File: src/rtl/reg_file_pkg.sv
// Shared constants for the architectural register file: address map, special-register
// addresses, interrupt-enable bit position and reset values.
package reg_file_pkg;

   localparam int DATA_BUS     = 16;
   localparam int REG_ADDR_BUS = 4;
   localparam int NUM_GPR_DEF  = 8;
   localparam int NUM_SPECIAL  = 4;
   localparam int IH_IE_BIT    = 15;

   localparam logic [DATA_BUS-1:0] SP_RESET_VAL = 16'hBF00;

   typedef enum logic [REG_ADDR_BUS-1:0] {
      REG_SP = 4'd8,
      REG_IH = 4'd9,
      REG_T  = 4'd10,
      REG_RA = 4'd11
   } special_reg_e;

   // Addresses 12..15 are reserved and never map to storage.
   function automatic logic addr_is_mapped(input logic [REG_ADDR_BUS-1:0] addr);
      return addr <= REG_RA;
   endfunction

endpackage

File: src/rtl/reg_file_read_port.sv
// One combinational read port: address decode with zero for reserved addresses.
// With REG_FILE_BYPASS_EN defined, a same-cycle write to the read address is passed through.
module reg_file_read_port
   import reg_file_pkg::*;
#(
   parameter int DATA_W   = DATA_BUS,
   parameter int ADDR_W   = REG_ADDR_BUS,
   parameter int NUM_REGS = NUM_GPR_DEF + NUM_SPECIAL
) (
   input  logic [NUM_REGS-1:0][DATA_W-1:0] regs,
   input  logic [ADDR_W-1:0]               rd_addr,
   input  logic                            wb_en,
   input  logic [ADDR_W-1:0]               wb_addr,
   input  logic [DATA_W-1:0]               wb_data,
   output logic [DATA_W-1:0]               rd_data
);

   logic rd_mapped;

   assign rd_mapped = (rd_addr < ADDR_W'(NUM_REGS));

`ifdef REG_FILE_BYPASS_EN
   logic bypass_hit;

   // A reserved write address never bypasses, so a read of it still returns zero.
   assign bypass_hit = wb_en && (wb_addr == rd_addr) && rd_mapped;

   always_comb begin
      rd_data = '0;
      if (bypass_hit) begin
         rd_data = wb_data;
      end else if (rd_mapped) begin
         rd_data = regs[rd_addr];
      end
   end
`else
   logic unused_wb;

   assign unused_wb = ^{wb_en, wb_addr, wb_data};

   always_comb begin
      rd_data = '0;
      if (rd_mapped) begin
         rd_data = regs[rd_addr];
      end
   end
`endif

endmodule

File: src/rtl/reg_file.sv
// Architectural register file R0-R7, SP, IH, T, RA with two read ports and dedicated
// special-register outputs. Optional write-through on read ports: REG_FILE_BYPASS_EN.
module reg_file
   import reg_file_pkg::*;
#(
   parameter int                DATA_W   = DATA_BUS,
   parameter int                ADDR_W   = REG_ADDR_BUS,
   parameter int                NUM_GPR  = NUM_GPR_DEF,
   parameter logic [DATA_W-1:0] SP_RESET = SP_RESET_VAL
) (
   input  logic              clk,
   input  logic              rst,
   input  logic              wb_en,
   input  logic [ADDR_W-1:0] wb_addr,
   input  logic [DATA_W-1:0] wb_data,
   input  logic [ADDR_W-1:0] rd_addr_a,
   output logic [DATA_W-1:0] rd_data_a,
   input  logic [ADDR_W-1:0] rd_addr_b,
   output logic [DATA_W-1:0] rd_data_b,
   output logic [DATA_W-1:0] sp_out,
   output logic [DATA_W-1:0] ih_out,
   output logic [DATA_W-1:0] t_out,
   output logic [DATA_W-1:0] ra_out
);

   localparam int NUM_REGS = NUM_GPR + NUM_SPECIAL;

   logic [NUM_REGS-1:0][DATA_W-1:0] regs;

   genvar gi;
   generate
      for (gi = 0; gi < NUM_REGS; gi++) begin : g_reg
         localparam logic [DATA_W-1:0] RST_VAL = (gi == int'(REG_SP)) ? SP_RESET : '0;

         logic              wr_hit;
         logic [DATA_W-1:0] reg_d;
         logic [DATA_W-1:0] reg_q;

         // Reserved addresses match no index here, so such writes fall away naturally.
         always_comb begin
            wr_hit = wb_en && (wb_addr == ADDR_W'(gi));
            reg_d  = wr_hit ? wb_data : reg_q;
         end

         always_ff @(posedge clk or posedge rst) begin
            if (rst) begin
               reg_q <= RST_VAL;
            end else begin
               reg_q <= reg_d;
            end
         end

         assign regs[gi] = reg_q;
      end
   endgenerate

   // Dedicated outputs always show stored state, never the in-flight write.
   assign sp_out = regs[REG_SP];
   assign ih_out = regs[REG_IH];
   assign t_out  = regs[REG_T];
   assign ra_out = regs[REG_RA];

   reg_file_read_port #(
      .DATA_W   (DATA_W),
      .ADDR_W   (ADDR_W),
      .NUM_REGS (NUM_REGS)
   ) u_port_a (
      .regs    (regs),
      .rd_addr (rd_addr_a),
      .wb_en   (wb_en),
      .wb_addr (wb_addr),
      .wb_data (wb_data),
      .rd_data (rd_data_a)
   );

   reg_file_read_port #(
      .DATA_W   (DATA_W),
      .ADDR_W   (ADDR_W),
      .NUM_REGS (NUM_REGS)
   ) u_port_b (
      .regs    (regs),
      .rd_addr (rd_addr_b),
      .wb_en   (wb_en),
      .wb_addr (wb_addr),
      .wb_data (wb_data),
      .rd_data (rd_data_b)
   );

endmodule
File: config.mk
export PLATFORM = sky130hd
export DESIGN_NAME = reg_file
export DESIGN_NICKNAME = d
export VERILOG_FILES = /design/src/rtl/reg_file_pkg.sv /design/src/rtl/reg_file_read_port.sv /design/src/rtl/reg_file.sv
export SDC_FILE = /design/constraint.sdc
export NUM_CORES = 1
export LEC_CHECK = 0
export BUFFER_PORTS_ARGS = -buffer_cell sky130_fd_sc_hd__buf_2
export CORE_ASPECT_RATIO = 1.1
export CORE_UTILIZATION = 40
export DETAILED_ROUTE_END_ITERATION = 16
export PLACE_DENSITY = 0.62
export SYNTH_ARGS = -nofsm -noshare
export SYNTH_HDL_FRONTEND = slang
export SYNTH_HIERARCHICAL = 1
export SYNTH_SLANG_ARGS = --single-unit
export TNS_END_PERCENT = 100
File: constraint.sdc
create_clock -name clk -period 8.4 [get_ports clk]
set_input_delay 2.1 -clock clk [delete_from_list [all_inputs] [get_ports clk]]
set_output_delay 2.1 -clock clk [all_outputs]
set_load 0.02 [all_outputs]
Yosys cells after proc, flatten, opt, wreduce, memory -nomap -nowiden
Cells that the tools add are included.
Cells by class
  multiplexer cells: 6
  reduce and logical (&&, ||, !) cells: 13
  add/subtract/negate cells: 0
  magnitude comparators: 4
  multipliers: 0
  bitwise logic cells: 0
  shift-type cells: 0
  divide/modulo/power cells: 0
  equality and inequality tests: 11
Operators by type and width (number)
  binary-select mux 16 bit (select 4 bit): 2
  two-way mux 16 bit: 4
  equality test 4 x 3 -> 1 bit (second input constant): 4
  equality test 4 bit (second input constant): 4
  logical AND 1 bit: 12
  less-than comparator 4 x 5 -> 1 bit (second input constant): 2
  equality test 4 x 2 -> 1 bit (second input constant): 2
  less-than comparator 4 bit (second input constant): 2
  equality test 4 x 1 -> 1 bit (second input constant): 1
  logical NOT 4 bit: 1
Storage, ports and cells
  RAM bits: 0
  bits in read-only memories: 0
  memories: 0
  latch bits: 0
  input bits: 31
  logic and storage cells: 46
  flip-flop bits (word level): 192
  output and inout port bits: 96

Logic depth before layout (Yosys ltp)
  depth after elaboration: 3
  gate-level depth with buffers: 6
  gate-level depth less buffers: 3

Hierarchy
Netlist, hierarchy kept.
By module, submodules not included
  reg_file: cells each 437, sequential area each 4813.4 µm², area each 7310.8 µm², instances 1
  reg_file_read_port: cells each 114, sequential area each 0.0 µm², area each 1501.4 µm², instances 2

Worst setup path before layout
OpenSTA, ideal clock, no wires.
  kind: in2out
  start point: in rd_addr_a[3]
  end point: out rd_data_a[4]
  stages: 5
  path buffers: 2
  slack: 3066 ps
  arrival time: 3234 ps
  data required time: 6300 ps
  cells stage by stage: buf_2 clkbuf_1 mux4_2 a22oi_1 o21ai_1
On the way
  word-level cells in the longest chain between the ends: 3
  elaborated cells between the ends (all ways): 4
  classes of those cells: order compare: 1; mux: 3
Ends and longest elaborated chain
  start: declaration: line reg_file.sv:16  | input logic [ADDR_W-1:0] rd_addr_a,
  binary-select mux 16 bit (select 4 bit): line reg_file_read_port.sv:44  | rd_data = regs[rd_addr];
  two-way mux 16 bit (not written as such): line reg_file_read_port.sv:44
  two-way mux 16 bit *: line reg_file_read_port.sv:43  | if (rd_mapped) begin
  end: declaration: line reg_file.sv:17  | output logic [DATA_W-1:0] rd_data_a,
Mark *: on every way between the ends. The rest lies on a longest branch, timed or not. The select of a mux whose other input is x is not followed.

Worst setup path in the final report
  start point: in rd_addr_a[1]
  end point: out rd_data_a[9]
Same word-level chain as after synthesis.

==> metrics.csv <==
stage;metric;value;unit
placement;Placed Area;0.0111;mm^2
clock_tree;clock sink count;192;
routing;antenna viol nets, final;0;
setup_path;Cell Chain, Critical Path;buf_2, buf_4, mux4_2, a22oi_1, o21ai_1, buf_2;
grt;first-pass GRT wire length;44.0;mm
sta;Final WS setup;1890;ps
setup_path;critical path startpoint;rd_addr_a[1];
sta;Highest Clock Rate;154;MHz
floorplan;Die Ht;170;um
floorplan;Initial Util;40.7;%
setup_path;startpoint types;input pin;
job;Max-Cap Viols;0;
clock_tree;root buf cell;clkbuf_16;
final_layout;final core utilization;46.1;%
yosys;synth warn;6;
placement;Placement Setup Slack;1860;ps
sta;final hold violation count;0;
sta;Slew HR;18.2;%
setup_path;kind of critical path;input pin to output port;
clock_tree;CTS tree;yes;
routing;WL met3;1.64;mm
sta;Setup Skew;0;ps
yosys;synthesized cell area;0.0103;mm^2
worst_hold_path;Worst Hold Class;flip-flop to flip-flop;
floorplan;row count;61;
final_layout;Final Net Count;790;
yosys;synth unique cells;24;
setup_path;worst r2r dst;t_out[0]$_DFFE_PP0P_;
grt;grt total ovfl;0;
routing;met2 routed WL;14.9;mm
routing;DRC errors left;0;
yosys;Synth Register Bits;192;
setup_path;critical path endpoint;rd_data_a[9];
power;Leak Pwr;5.07;nW
yosys;Synth Instances;665;
clock_tree;clock latency on the worst-skew pair;420;ps
placement;Placer Congestion;0.957;
setup_path;crit-path max cell delay;830;ps
routing;drt first-iter violations;444;
yosys;register area share after synthesis;46.7;%
sta;hold slack;514;ps
setup_path;worst r2r src;t_out[0]$_DFFE_PP0P_;
final_layout;fraction of layout instances using a drive strength above 1;60.4;%
clock_tree;H-tree depth;4;
final_layout;diode count;0;
sta;Setup violations, final;0;
sta;setup TNS;0;ps
clock_tree;CTS resizes;0;
routing;highest routed layer;met4;
routing;vias per inst;5.91;
setup_path;CP dominant cell by count;buf_2;
setup_path;Critical Path End Type;output port;
grt;initial antenna violation count;0;
floorplan;core area;0.0253;mm^2
setup_path;Critical Path RT;6300;ps
setup_path;Reg2Reg Depth;1;
grt;largest net degree at the start of global routing;113;
power;Max VDD drop;130;uV
clock_tree;Post-CTS Setup Inserts;0;
sta;Final period util;77.4;%
floorplan;DIE AREA;0.0264;mm^2
sta;Slew @ Worst Pin;1230;ps
clock_tree;Clock transition at path regs;60;ps
final_layout;final instance area;0.0117;mm^2
clock_tree;clock buffer depth;2;
setup_path;worst-path maximum fanout;33;
setup_path;Slowest-stage cell, CP;buf_2;
floorplan;I/O pins;127;
grt;gr usage total;22.9;%
sta;Slew Limit Fails;0;
placement;hpwl dp;20.0;mm
run_status;status;completed;
routing;via count;6609;
setup_path;FF-to-FF setup slack;7570;ps
power;pwr dens;259;mW/mm^2
sta;min cycle time layout;6510;ps
grt;vias in the first global route;7064;
final_layout;fillers;2270;
routing;first drt pass iteration count;5;
placement;PortBufs;126;
clock_tree;CTS Buf Count;17;
setup_path;CP arrival;4410;ps
floorplan;Die Width;155;um
yosys;syn avg cell area;15.5;um^2
sta;unrepaired setup endpoints after global routing;no;
yosys;Net Count, Synth;696;
routing;final wirelength;28.6;mm
final_layout;area grow syn2layout;13.2;%
clock_tree;cts hold-fix bufs;0;
routing;wl on met1;11.0;mm
routing;Routed WL per cell;25.6;um
-- per-layer routing --
metal	track usage [%]	vias to the layer above
li1	-	2720
met1	27.3	3547
met2	39.7	285
met3	4.46	57
met4	11.0	0
met5	0	-
-- report_power, final --
group	switching [W]	internal, W
Sequential	0.000185	0.00115
Combinational	0.000438	0.000460
Clock	0.000347	0.000447
-- final cells by class --
| class | instances | area (um^2) | area share, % |
|---|---|---|---|
| flip-flops and latches | 192 | 4810 | 41.2 |
| clock inverters | 10 | 118 | 1.01 |
| inverters | 33 | 131 | 1.13 |
| multi-input cells | 377 | 5010 | 42.9 |
| repair buffers | 138 | 721 | 6.17 |
| well taps | 346 | 433 | 3.71 |
| clock buffers | 22 | 454 | 3.89 |
-- synthesized netlist by cell type --
master / instances / area (um^2)
nand2b_1: 7 / 43.8
dfrtp_1: 185 / 4630
nor2_2: 8 / 50.1
nand2_1: 2 / 7.51
or3_1: 1 / 6.26
nand3b_4: 1 / 20.0
inv_1: 33 / 124
nor2b_1: 3 / 18.8
a22oi_2: 6 / 75.1
a22oi_1: 26 / 195
buf_4: 8 / 60.1
mux4_1: 12 / 315
mux4_2: 84 / 1890
dfstp_2: 7 / 184
buf_6: 5 / 56.3
mux2_4: 10 / 150
mux2_2: 182 / 2050
nand3b_1: 1 / 7.51
buf_12: 2 / 40.0
buf_2: 26 / 130
clkbuf_1: 22 / 82.6
nor3b_2: 1 / 12.5
nor2_1: 1 / 3.75
o21ai_1: 32 / 160
-- worst min-delay path by stage --
stage / from / end / slack [ps] / cells after the start
3_5_place_dp: g_reg[1].reg_q[6]$_DFFE_PP0P_ / g_reg[1].reg_q[6]$_DFFE_PP0P_ / 510 / 1
2_1_floorplan: g_reg[3].reg_q[3]$_DFFE_PP0P_ / g_reg[3].reg_q[3]$_DFFE_PP0P_ / 490 / 1
6_report: g_reg[1].reg_q[6]$_DFFE_PP0P_ / g_reg[1].reg_q[6]$_DFFE_PP0P_ / 510 / 1
3_3_place_gp: g_reg[3].reg_q[6]$_DFFE_PP0P_ / g_reg[3].reg_q[6]$_DFFE_PP0P_ / 500 / 1
5_1_grt: g_reg[1].reg_q[6]$_DFFE_PP0P_ / g_reg[1].reg_q[6]$_DFFE_PP0P_ / 540 / 1
4_1_cts: g_reg[1].reg_q[6]$_DFFE_PP0P_ / g_reg[1].reg_q[6]$_DFFE_PP0P_ / 520 / 1
-- cell families (layout without fill, tap and decap cells) --
group	after synthesis	after routing	synth area share, %
muxes	288	288	42.7
and+or+nand+nor	25	25	1.65
DFF	192	192	46.7
AOI/OAI and AO/OA	64	64	4.17
buffers and inverters	96	203	4.78
-- stage by stage --
step                total power [W]  cells
finish                      0.00302   1118
global route                0.00317   1118
CTS                         0.00305   1118
detailed placement          0.00225   1086
global placement            0.00221   1086
floorplan                   0.00193    665
-- layout by cell type, fill, tap and decap left out, types with 2 or more instances in the layout --
master	n
dfrtp_1	185
nor2_2	8
clkinv_4	4
clkbuf_1	4
inv_1	32
mux4_1	12
a22oi_2	6
bufinv_16	2
clkinv_2	3
o21ai_1	32
buf_2	126
mux4_2	84
nand2b_1	7
nor2b_1	3
clkbuf_16	17
nand2_1	2
a22oi_1	26
dfstp_2	7
buf_4	12
mux2_2	182
mux2_4	10
-- critical path: cells and delay by family --
family,cells,cell delay (ps)
AO/OA/AOI/OAI,2,350
multiplexers,1,510
buffers and inverters,3,1410
-- registers in the layout, summed over array words and instances (netlist names) --
register	cells
g.reg_q	128
ih_out	16
ra_out	16
sp_out	16
t_out	16
Note: power is estimated with default switching activity, not from simulation.
